**config.mk**
```make
export PLATFORM = sky130hd
export DESIGN_NAME = id_regfile_sb_flat
export DESIGN_NICKNAME = d
export VERILOG_FILES = /design/src/rtl/id_regfile_sb_if.sv /design/src/rtl/id_regfile_sb.sv /design/src/flat_wrapper.sv
export SDC_FILE = /design/constraint.sdc
export NUM_CORES = 2
export LEC_CHECK = 0
export ABC_AREA = 0
export CAP_MARGIN = 10
export CORE_MARGIN = 1
export CORE_UTILIZATION = 55
export DETAILED_ROUTE_END_ITERATION = 7
export GPL_ROUTABILITY_DRIVEN = 0
export PLACE_DENSITY = 0.7
export SLEW_MARGIN = 20
export SYNTH_ARGS = -nofsm -noshare
export SYNTH_HDL_FRONTEND = slang
export SYNTH_SLANG_ARGS = --single-unit
```
**constraint.sdc**
```tcl
create_clock -name Clk -period 8.7 [get_ports Clk]
set_clock_uncertainty 0.2 [all_clocks]
set_input_delay 1.305 -clock Clk [delete_from_list [all_inputs] [get_ports Clk]]
set_output_delay 1.305 -clock Clk [all_outputs]
set_load 0.005 [all_outputs]
```
**src/rtl/id_regfile_sb_if.sv**
```systemverilog
// ID-stage register file bus: read ports, WB write port, scoreboard control.
// The master drives addresses and control; the slave is the register file.
interface id_regfile_sb_if #(
   parameter int DATA_WIDTH = 32,
   parameter int ADDR_WIDTH = 5,
   parameter int NUM_READ   = 2
);
   logic [NUM_READ*ADDR_WIDTH-1:0] Read_Address_ID;
   logic [NUM_READ*DATA_WIDTH-1:0] Read_Data_ID;
   logic [NUM_READ-1:0]            Busy_ID;
   logic [ADDR_WIDTH-1:0]          Write_Register_WB;
   logic [DATA_WIDTH-1:0]          Write_Data_WB;
   logic                           RegWrite_WB;
   logic                           Issue_Valid_ID;
   logic [ADDR_WIDTH-1:0]          Issue_Dest_ID;
   logic                           Flush_Pending;
   logic [ADDR_WIDTH:0]            Pending_Count;

   modport master (
      output Read_Address_ID,
      output Write_Register_WB,
      output Write_Data_WB,
      output RegWrite_WB,
      output Issue_Valid_ID,
      output Issue_Dest_ID,
      output Flush_Pending,
      input  Read_Data_ID,
      input  Busy_ID,
      input  Pending_Count
   );

   modport slave (
      input  Read_Address_ID,
      input  Write_Register_WB,
      input  Write_Data_WB,
      input  RegWrite_WB,
      input  Issue_Valid_ID,
      input  Issue_Dest_ID,
      input  Flush_Pending,
      output Read_Data_ID,
      output Busy_ID,
      output Pending_Count
   );
endinterface

```
**src/rtl/id_regfile_sb.sv**
```systemverilog
// ID-stage GPR file with WB write bypass and a pending-write scoreboard
// that flags read-after-write hazards to the hazard unit.
module id_regfile_sb #(
   parameter int DATA_WIDTH = 32,
   parameter int ADDR_WIDTH = 5,
   parameter int NUM_READ   = 2,
   parameter bit BYPASS     = 1'b1,
   parameter bit ZERO_REG   = 1'b1
) (
   input logic            Clk,
   input logic            Rst_n,
   id_regfile_sb_if.slave bus
);
   localparam int DEPTH = 2 ** ADDR_WIDTH;
   localparam int CW    = ADDR_WIDTH + 1;

   logic [DATA_WIDTH-1:0] regs [DEPTH];
   logic [DEPTH-1:0]      pend;
   logic [DEPTH-1:0]      pend_nxt;
   logic [CW-1:0]         count_q;
   logic [CW-1:0]         count_nxt;
   logic                  wr_en;
   logic                  set_en;

   // Writes to r0 are dropped when it is hardwired; r0 is never pending then.
   assign wr_en  = bus.RegWrite_WB &&
                   !(ZERO_REG && bus.Write_Register_WB == '0);
   assign set_en = bus.Issue_Valid_ID &&
                   !(ZERO_REG && bus.Issue_Dest_ID == '0);

   // Register storage, written from WB.
   always_ff @(posedge Clk or negedge Rst_n) begin
      if (!Rst_n) begin
         for (int i = 0; i < DEPTH; i++) begin
            regs[i] <= '0;
         end
      end else if (wr_en) begin
         regs[bus.Write_Register_WB] <= bus.Write_Data_WB;
      end
   end

   // Next pending vector: flush wins, then clear, then set (new producer).
   always_comb begin
      pend_nxt = pend;
      if (bus.Flush_Pending) begin
         pend_nxt = '0;
      end else begin
         if (bus.RegWrite_WB) begin
            pend_nxt[bus.Write_Register_WB] = 1'b0;
         end
         if (set_en) begin
            pend_nxt[bus.Issue_Dest_ID] = 1'b1;
         end
      end
      if (ZERO_REG) begin
         pend_nxt[0] = 1'b0;
      end
   end

   // Population count of the next pending vector, registered with the bits.
   always_comb begin
      count_nxt = '0;
      for (int i = 0; i < DEPTH; i++) begin
         count_nxt = count_nxt + CW'(pend_nxt[i]);
      end
   end

   // Pending bits and their count share one edge.
   always_ff @(posedge Clk or negedge Rst_n) begin
      if (!Rst_n) begin
         pend    <= '0;
         count_q <= '0;
      end else begin
         pend    <= pend_nxt;
         count_q <= count_nxt;
      end
   end

   assign bus.Pending_Count = count_q;

   // Combinational read ports with optional WB bypass; forced to 0 in reset.
   always_comb begin
      logic [ADDR_WIDTH-1:0] a;
      logic                  hit;
      bus.Read_Data_ID = '0;
      bus.Busy_ID      = '0;
      for (int k = 0; k < NUM_READ; k++) begin
         a   = bus.Read_Address_ID[k*ADDR_WIDTH +: ADDR_WIDTH];
         hit = BYPASS && bus.RegWrite_WB &&
               bus.Write_Register_WB == a;
         if (!Rst_n || (ZERO_REG && a == '0)) begin
            bus.Read_Data_ID[k*DATA_WIDTH +: DATA_WIDTH] = '0;
            bus.Busy_ID[k] = 1'b0;
         end else begin
            bus.Read_Data_ID[k*DATA_WIDTH +: DATA_WIDTH] =
               hit ? bus.Write_Data_WB : regs[a];
            bus.Busy_ID[k] = pend[a] && !hit;
         end
      end
   end
endmodule

```
**src/flat_wrapper.sv**
```systemverilog
// flat-port wrapper written by rule: the top's interface ports become plain ports
module id_regfile_sb_flat 
#(
   parameter int DATA_WIDTH = 32,
   parameter int ADDR_WIDTH = 5,
   parameter int NUM_READ   = 2,
   parameter bit BYPASS     = 1'b1,
   parameter bit ZERO_REG   = 1'b1
)
  (Clk, Rst_n, bus_Read_Address_ID, bus_Write_Register_WB, bus_Write_Data_WB, bus_RegWrite_WB, bus_Issue_Valid_ID, bus_Issue_Dest_ID, bus_Flush_Pending, bus_Read_Data_ID, bus_Busy_ID, bus_Pending_Count);
  id_regfile_sb_if #(.DATA_WIDTH(DATA_WIDTH), .ADDR_WIDTH(ADDR_WIDTH), .NUM_READ(NUM_READ)) bus_i ();
  input logic Clk;
  input logic Rst_n;
  input wire logic [$bits(bus_i.Read_Address_ID)-1:0] bus_Read_Address_ID;
  input wire logic [$bits(bus_i.Write_Register_WB)-1:0] bus_Write_Register_WB;
  input wire logic [$bits(bus_i.Write_Data_WB)-1:0] bus_Write_Data_WB;
  input wire logic [$bits(bus_i.RegWrite_WB)-1:0] bus_RegWrite_WB;
  input wire logic [$bits(bus_i.Issue_Valid_ID)-1:0] bus_Issue_Valid_ID;
  input wire logic [$bits(bus_i.Issue_Dest_ID)-1:0] bus_Issue_Dest_ID;
  input wire logic [$bits(bus_i.Flush_Pending)-1:0] bus_Flush_Pending;
  output wire logic [$bits(bus_i.Read_Data_ID)-1:0] bus_Read_Data_ID;
  output wire logic [$bits(bus_i.Busy_ID)-1:0] bus_Busy_ID;
  output wire logic [$bits(bus_i.Pending_Count)-1:0] bus_Pending_Count;
  assign bus_i.Read_Address_ID = bus_Read_Address_ID;
  assign bus_i.Write_Register_WB = bus_Write_Register_WB;
  assign bus_i.Write_Data_WB = bus_Write_Data_WB;
  assign bus_i.RegWrite_WB = bus_RegWrite_WB;
  assign bus_i.Issue_Valid_ID = bus_Issue_Valid_ID;
  assign bus_i.Issue_Dest_ID = bus_Issue_Dest_ID;
  assign bus_i.Flush_Pending = bus_Flush_Pending;
  assign bus_Read_Data_ID = bus_i.Read_Data_ID;
  assign bus_Busy_ID = bus_i.Busy_ID;
  assign bus_Pending_Count = bus_i.Pending_Count;
  id_regfile_sb #(.DATA_WIDTH(DATA_WIDTH), .ADDR_WIDTH(ADDR_WIDTH), .NUM_READ(NUM_READ), .BYPASS(BYPASS), .ZERO_REG(ZERO_REG)) u_core (.Clk(Clk), .Rst_n(Rst_n), .bus(bus_i));
endmodule
```
After elaboration in Yosys (flattened, before gate mapping)
Cells that the tools add are included.
{"block": "word_totals", "input_bits": 57, "out_inout_bits": 72, "register_bits": 1061, "wordCells": 129}
{"block": "classes", "n_reduce_logical": 20, "muxes": 27, "n_lt_le_gt_ge": 10, "eq_ne": 2, "n_bitwise": 6, "addsub": 30}
{"operator": "bitwise mux 1024 bit", "count": 1}
{"operator": "2-to-1 mux 32 bit", "count": 13}
{"operator": "binary-select mux 32 bit (select 5 bit)", "count": 2}
{"operator": "adder 6 x 1 -> 6 bit", "count": 29}
{"operator": "demux 32 bit (select 5 bit)", "count": 1}
{"operator": "AND 32 bit", "count": 1}
{"operator": "inverter 32 bit", "count": 1}
{"operator": "OR 32 bit", "count": 1}
{"operator": "< comparator 5 x 6 -> 1 bit (second input constant)", "count": 4}
{"operator": "logical NOT 5 bit", "count": 4}
{"operator": "greater-or-equal comparator 6 bit (second input constant)", "count": 3}
{"operator": "inverter 5 -> 6 bit", "count": 3}
{"operator": "binary-select mux 1 bit (select 5 bit)", "count": 2}
{"operator": "demux 1 bit (select 5 bit)", "count": 2}
{"operator": "equality test 5 bit", "count": 2}
{"operator": "greater-or-equal comparator 5 x 1 -> 1 bit (second input constant)", "count": 2}
{"operator": "logical AND 1 bit", "count": 9}
{"operator": "< comparator 6 x 1 -> 1 bit (second input constant)", "count": 1}
{"operator": "2-to-1 mux 1 bit", "count": 6}
{"operator": "logical NOT 1 bit", "count": 5}
{"operator": "adder 1 x 1 -> 2 bit", "count": 1}
{"operator": "logical OR 1 bit", "count": 2}

Depth between registers and ports, before layout
{"block": "logic_depth", "depth_word": 41, "mapped_depth": 24, "mapped_depth_nobuf": 22}

Worst setup path before layout
Ideal clock, no wire load.
{"block": "synth_path", "kind": "input-to-reg", "start": "input port bus_Write_Register_WB[2]", "end": "register u_core.count_q[4] (netlist: u_core.bus.Pending_Count[4])", "path_buffers": 2, "arrival_time_ns": 6.607, "path_stages": 20, "t_required_ns": 8.420, "slack_ns": 1.813, "setup_time_ns": 0.080, "cell_sequence": "buf_2 > nor3_1 > nand2_1 > clkbuf_1 > a32oi_1 > nor2_1 > ha_1 > inv_1 > fa_1 > fa_1 > fa_1 > fa_1 > fa_1 > inv_1 > fa_1 > ha_1 > fa_1 > a21o_1 > a21oi_1 > xnor2_1"}
{"block": "synth_between", "elab_chain_len": 41, "elab_cells_between_ends": 42, "cone_classes": "add/sub: 30; order compare: 2; mux: 6; bitwise: 3; reduce/logical: 1"}
{"item": "start, declared", "line": "flat_wrapper.sv:15", "source": "input wire logic [$bits(bus_i.Write_Register_WB)-1:0] bus_Write_Register_WB;"}
{"item": "< comparator 5 x 6 -> 1 bit (implied by the code) / greater-or-equal comparator 5 x 1 -> 1 bit (equally long branches)", "line": "id_regfile_sb.sv:49", "source": "pend_nxt[bus.Write_Register_WB] = 1'b0;"}
{"item": "logical AND 1 bit (implied by the code)", "line": "id_regfile_sb.sv:49"}
{"item": "2-to-1 mux 1 bit (implied by the code)", "line": "id_regfile_sb.sv:49"}
{"item": "demux 1 bit (select 5 bit) (*)"}
{"item": "inverter 32 bit (no source line) (*)"}
{"item": "AND 32 bit (no source line) (*)"}
{"item": "2-to-1 mux 32 bit (*)", "line": "id_regfile_sb.sv:48", "source": "if (bus.RegWrite_WB) begin"}
{"item": "2-to-1 mux 32 bit (*)", "line": "id_regfile_sb.sv:45", "source": "if (bus.Flush_Pending) begin"}
{"item": "OR 32 bit (no source line)"}
{"item": "2-to-1 mux 32 bit (*)", "line": "id_regfile_sb.sv:51", "source": "if (set_en) begin"}
{"item": "2-to-1 mux 32 bit (*)", "line": "id_regfile_sb.sv:45"}
{"item": "net u_core.pend_nxt[2]", "line": "id_regfile_sb.sv:19", "source": "logic [DEPTH-1:0] pend_nxt;"}
{"item": "adder 1 x 1 -> 2 bit (*)", "line": "id_regfile_sb.sv:64", "source": "count_nxt = count_nxt + CW'(pend_nxt[i]);"}
{"item": "adder 6 x 1 -> 6 bit (*) (29 in series)", "line": "id_regfile_sb.sv:64"}
{"item": "net u_core.count_nxt[4]", "line": "id_regfile_sb.sv:21", "source": "logic [CW-1:0] count_nxt;"}
{"item": "end signal, assigned", "line": "id_regfile_sb.sv:75", "source": "count_q <= count_nxt;"}
{"item": "end, declared", "line": "id_regfile_sb.sv:20", "source": "logic [CW-1:0] count_q;"}
The timed path passes the listed nets; every way through them passes the cells marked *. The select of a mux whose other input is x is not followed.
A chain may end at the register's enable or synchronous reset.

Worst setup path after layout
{"block": "layout_path", "start": "input port bus_Write_Register_WB[0]", "end": "register u_core.count_q[4] (netlist: u_core.bus.Pending_Count[4])"}
The elaborated chain is that of the path after synthesis.

==> results by stage <==
Synth:
- The average footprint of a synthesized cell is 14.2 um2.
- Yosys mapped a number of flops with a built-in enable equal to 0.
- After synthesis, the netlist uses 59 different library cells.
- The gate count after technology mapping is 4101.
- Synthesis inferred 1061 register bits.
- The cell area that synthesis handed to floorplanning was 58100 um2.
- The share of synthesized area occupied by flip-flops and latches is 45.7%.
- The async set-or-reset flop fraction in the synthesized netlist is 100%.
- The most used flip-flop cell after synthesis is dfrtp_1.
- The Yosys step of the flow raised 0 warnings.
- The number of nets in the synthesized netlist is 4190.

Clocking:
- The H-tree generated during clock tree synthesis spans 3 levels.
- The number of buffers added by the clock tree synthesis step is 114.
- In this run the clock root is driven by a clkbuf_16.
- Counting every sink on the clock net gives 1061.
- Post-CTS repair changed the size of 0 cells.
- The clock-pin slew on the worst setup and hold paths is 0.06 ns.
- TritonCTS built the clock tree.
- In this run, post-CTS hold repair placed 0 buffers.
- The deepest clock path buffer count is 3.
- The number of buffers added for setup after CTS is 0.
- The clock network latency to the later pin of the worst-skew pair is 0.72 ns.

Floorplanning:
- The number of standard-cell rows in the floorplan is 118.
- The x dimension of the die is 327 um.
- The initial core utilization is 55.8%.
- The number of I/O pins is 129.
- After floorplanning, the core was sized to cover 104000 um2.
- The vertical die dimension is 327 um.
- The die covers 107000 um2.

Global routing:
- The wire length of the first global-routing pass is 259000 um.
- The total global routing overflow is 0.
- The number of antenna violations at the first check in global routing is 4.
- Across every metal layer, demand over resource in global routing totals 32.7%.
- Entering global routing, the biggest net connects 152 pins.
- The number of global-route vias before repair is 39019.

Timing:
- The worst max-slew margin expressed relative to the limit is 12.6%.
- Setup repair after global routing left no endpoint under its margin.
- For this run, the top clock speed supported by timing is 144 MHz.
- The transition time at the pin with the least slew margin is 1.31 ns.
- The total count of max-transition violations in the final report is 0.
- After layout, the worst setup slack is 1.75 ns.
- Summed over all failing endpoints, the final setup total negative slack is 0 ns.
- The clock period minus worst slack is 6.95 ns.
- The final-report setup violation count is 0.
- The ratio of final minimum period to clock period is 79.9%.
- The final-report hold violation count is 0.

Setup path:
- The worst stage delay on the critical path is 0.75 ns.
- The critical path class is in2reg.
- The maximum fanout along the worst path is 9.
- The sort of element at the end of the critical path is a flop.
- The cell repeated most along the worst path is fa_1.
- The number of buffers and inverters on the critical path is 3.
- For the worst setup path, the data arrival time is 7.40 ns.
- The cell family with the largest share of critical-path delay is adder cells.
- STA classifies the critical path startpoint as an input pin.
- Data on the critical path is required at its endpoint by 9.15 ns.
- The signal on the critical path passes through clkdlybuf4s50_1, nand2_1, nor2_1, nand2_4, a21oi_1, nor2_1, ha_1, inv_1, fa_1, fa_1, fa_1, fa_1, fa_1, inv_1, fa_1, ha_1, fa_1, a21o_1, a21oi_1, xnor2_1.
- The slowest stage of the critical path belongs to the cell clkdlybuf4s50_1.

Route:
- After detailed routing, the average wire length per cell comes to 31.5 um.
- The detailed router finished its first iteration with 3722 violations.
- In the routed layout, each cell is associated on average with a via count of 6.96.
- The routed wire length is 172000 um.
- Before antenna repair, the detailed router went through 5 iterations.
- The count of nets left with antenna violations once routing finished came out at 0.
- The detailed router placed 38136 vias in this run.
- The number of design rule violations left after detail routing is 0.

Power and ir drop:
- In this run the static leakage power is 28.2 nW.
- The overall power consumption is 0.0144 W.
- VDD sags by at most 0.169 mV.
- Dividing total power by cell area gives a power density of 225 nW/um2.

Placement:
- Input and output buffers added on the ports amount to 128.
- The detailed placer's ending HPWL is 94500 um.
- Once placement finished, the instance area stood at 60200 um2.
- The post-placement cell count is 5256.
- The worst setup timing slack at the placement stage is 1.06 ns.

Cells and area:
- Summing all non-filler instances in the final layout gives an area of 64200 um2.
- The signed area change from the synthesized netlist to the final layout is 10.5%.
- The fraction of final layout cells with drive strength greater than 1 is 42.6%.
- Excluding fillers, the count of instances in the completed layout stands at 5476.
- After the last flow step, the layout net total stands at 4082.

Run:
- The tool flagged a number of max-cap violations equal to 0.

Min path:
- The tightest min-delay check is of the reg2reg type.

Outcome:
- The flow ran to the end, and the final reports show no timing, DRC or antenna violations.
## logic make-up (layout without fill, tap and decap cells)
| group | after synthesis | after routing | synth area share [%] |
|---|---|---|---|
| muxes | 1696 | 1696 | 40.0 |
| buffers and inverters | 507 | 498 | 3.96 |
| and+or+nand+nor | 198 | 198 | 1.54 |
| other | 0 | 4 | 0 |
| adders and majority gates | 32 | 32 | 0.987 |
| DFF | 1061 | 1061 | 45.7 |
| xor gates and xnor gates | 13 | 13 | 0.196 |
| AOI/OAI and AO/OA | 594 | 594 | 7.57 |
## power by group
part,switching (W),leakage [nW],internal (W)
combinational,0.00113,12.5,0.00165
clock,0.00208,1.99,0.00308
sequential,0.000653,13.6,0.00585
## metal layers
metal  GRT usage, %  vias up  share of wire, %
met5              0        -                 0
met4           13.5        0               4.6
met3           6.52      433               7.4
met2           51.6     1639                47
met1           44.6    20436                41
li1               -    15628                 -
## final cells by class
cell class | count | area, um2
Inverter | 51 | 194
Tap cell | 1380 | 1730
Clock inverter | 46 | 592
Multi-Input combinational cell | 2533 | 29500
Antenna cell | 4 | 10.0
Sequential cell | 1061 | 26600
Clock buffer | 169 | 3430
Timing Repair Buffer | 232 | 2180
Fill cell | 7935 | 39900
## flip-flops by register name (all words and copies together), names as in the netlist
register	flops
u_core.pend	31
u_core.bus.Pending_Count	6
u_core.regs	1024
## worst paths after layout
path	end	cells after the start	from	slack (ns)
max in group asynchronous	u_core.regs[524]	4	Rst_n	5.14
setup / recovery	u_core.bus.Pending_Count[4]	20	bus_Write_Register_WB[0]	1.75
min in group asynchronous	u_core.regs[868]	1	Rst_n	0.39
setup reg to reg	u_core.bus.Pending_Count[4]	16	u_core.pend[2]	3.34
hold / removal	u_core.regs[995]	0	u_core.regs[995]	0.19
hold reg to reg	u_core.regs[995]	0	u_core.regs[995]	0.19
## metrics by stage
step / utilization, % / hold WS, ns
final: 61.6 / 0.192
after detailed placement: 57.8 / 0.182
after CTS: 61.7 / 0.197
after floorplan: - / 0.241
after global routing: 61.6 / 0.209
after global placement: 57.8 / 0.177
## cells in the mapped netlist (all sizes together), types with 4 or more instances
master	n	share of area (%)
and2	4	0.043
nor2b	8	0.086
a221oi	124	1.9
o21bai	62	0.80
nand2	106	0.69
mux2i	315	5.4
xnor2	11	0.17
a21oi	113	0.97
nor2	38	0.25
a221o	31	0.53
mux4	402	16
o21ai	32	0.30
a211o	32	0.48
nand3	10	0.086
or2	4	0.043
ha	9	0.19
mux2	979	19
fa	23	0.79
clkbuf	266	1.7
a211oi	34	0.44
dfrtp	1061	46
a22oi	134	1.7
inv	49	0.32
and3	4	0.043
a21o	19	0.25
buf	190	1.9
nor3b	7	0.091
nor3	6	0.060
## cells in the final DEF, fill, tap and decap left out, drive strengths merged, types with 2 or more instances in the layout
cell type,instances
nand3b,2
fa,23
clkdlybuf4s50,109
bufinv,12
clkinv,26
nor3,6
a22oi,134
or2,4
buf,122
clkbuf,170
mux4,402
and3b,2
a211o,32
dfrtp,1061
and2,4
nor2b,8
a211oi,34
xor2,2
diode,4
a21oi,113
nor3b,7
clkinvlp,4
ha,9
a21o,19
nand4,2
and3,4
nor2,38
mux2,979
o211ai,2
o21ai,32
mux2i,315
a221oi,124
o21bai,62
inv,55
xnor2,11
a32oi,2
nand2,106
a221o,31
nand3,10
No activity file was read; power rests on OpenSTA's default activity.
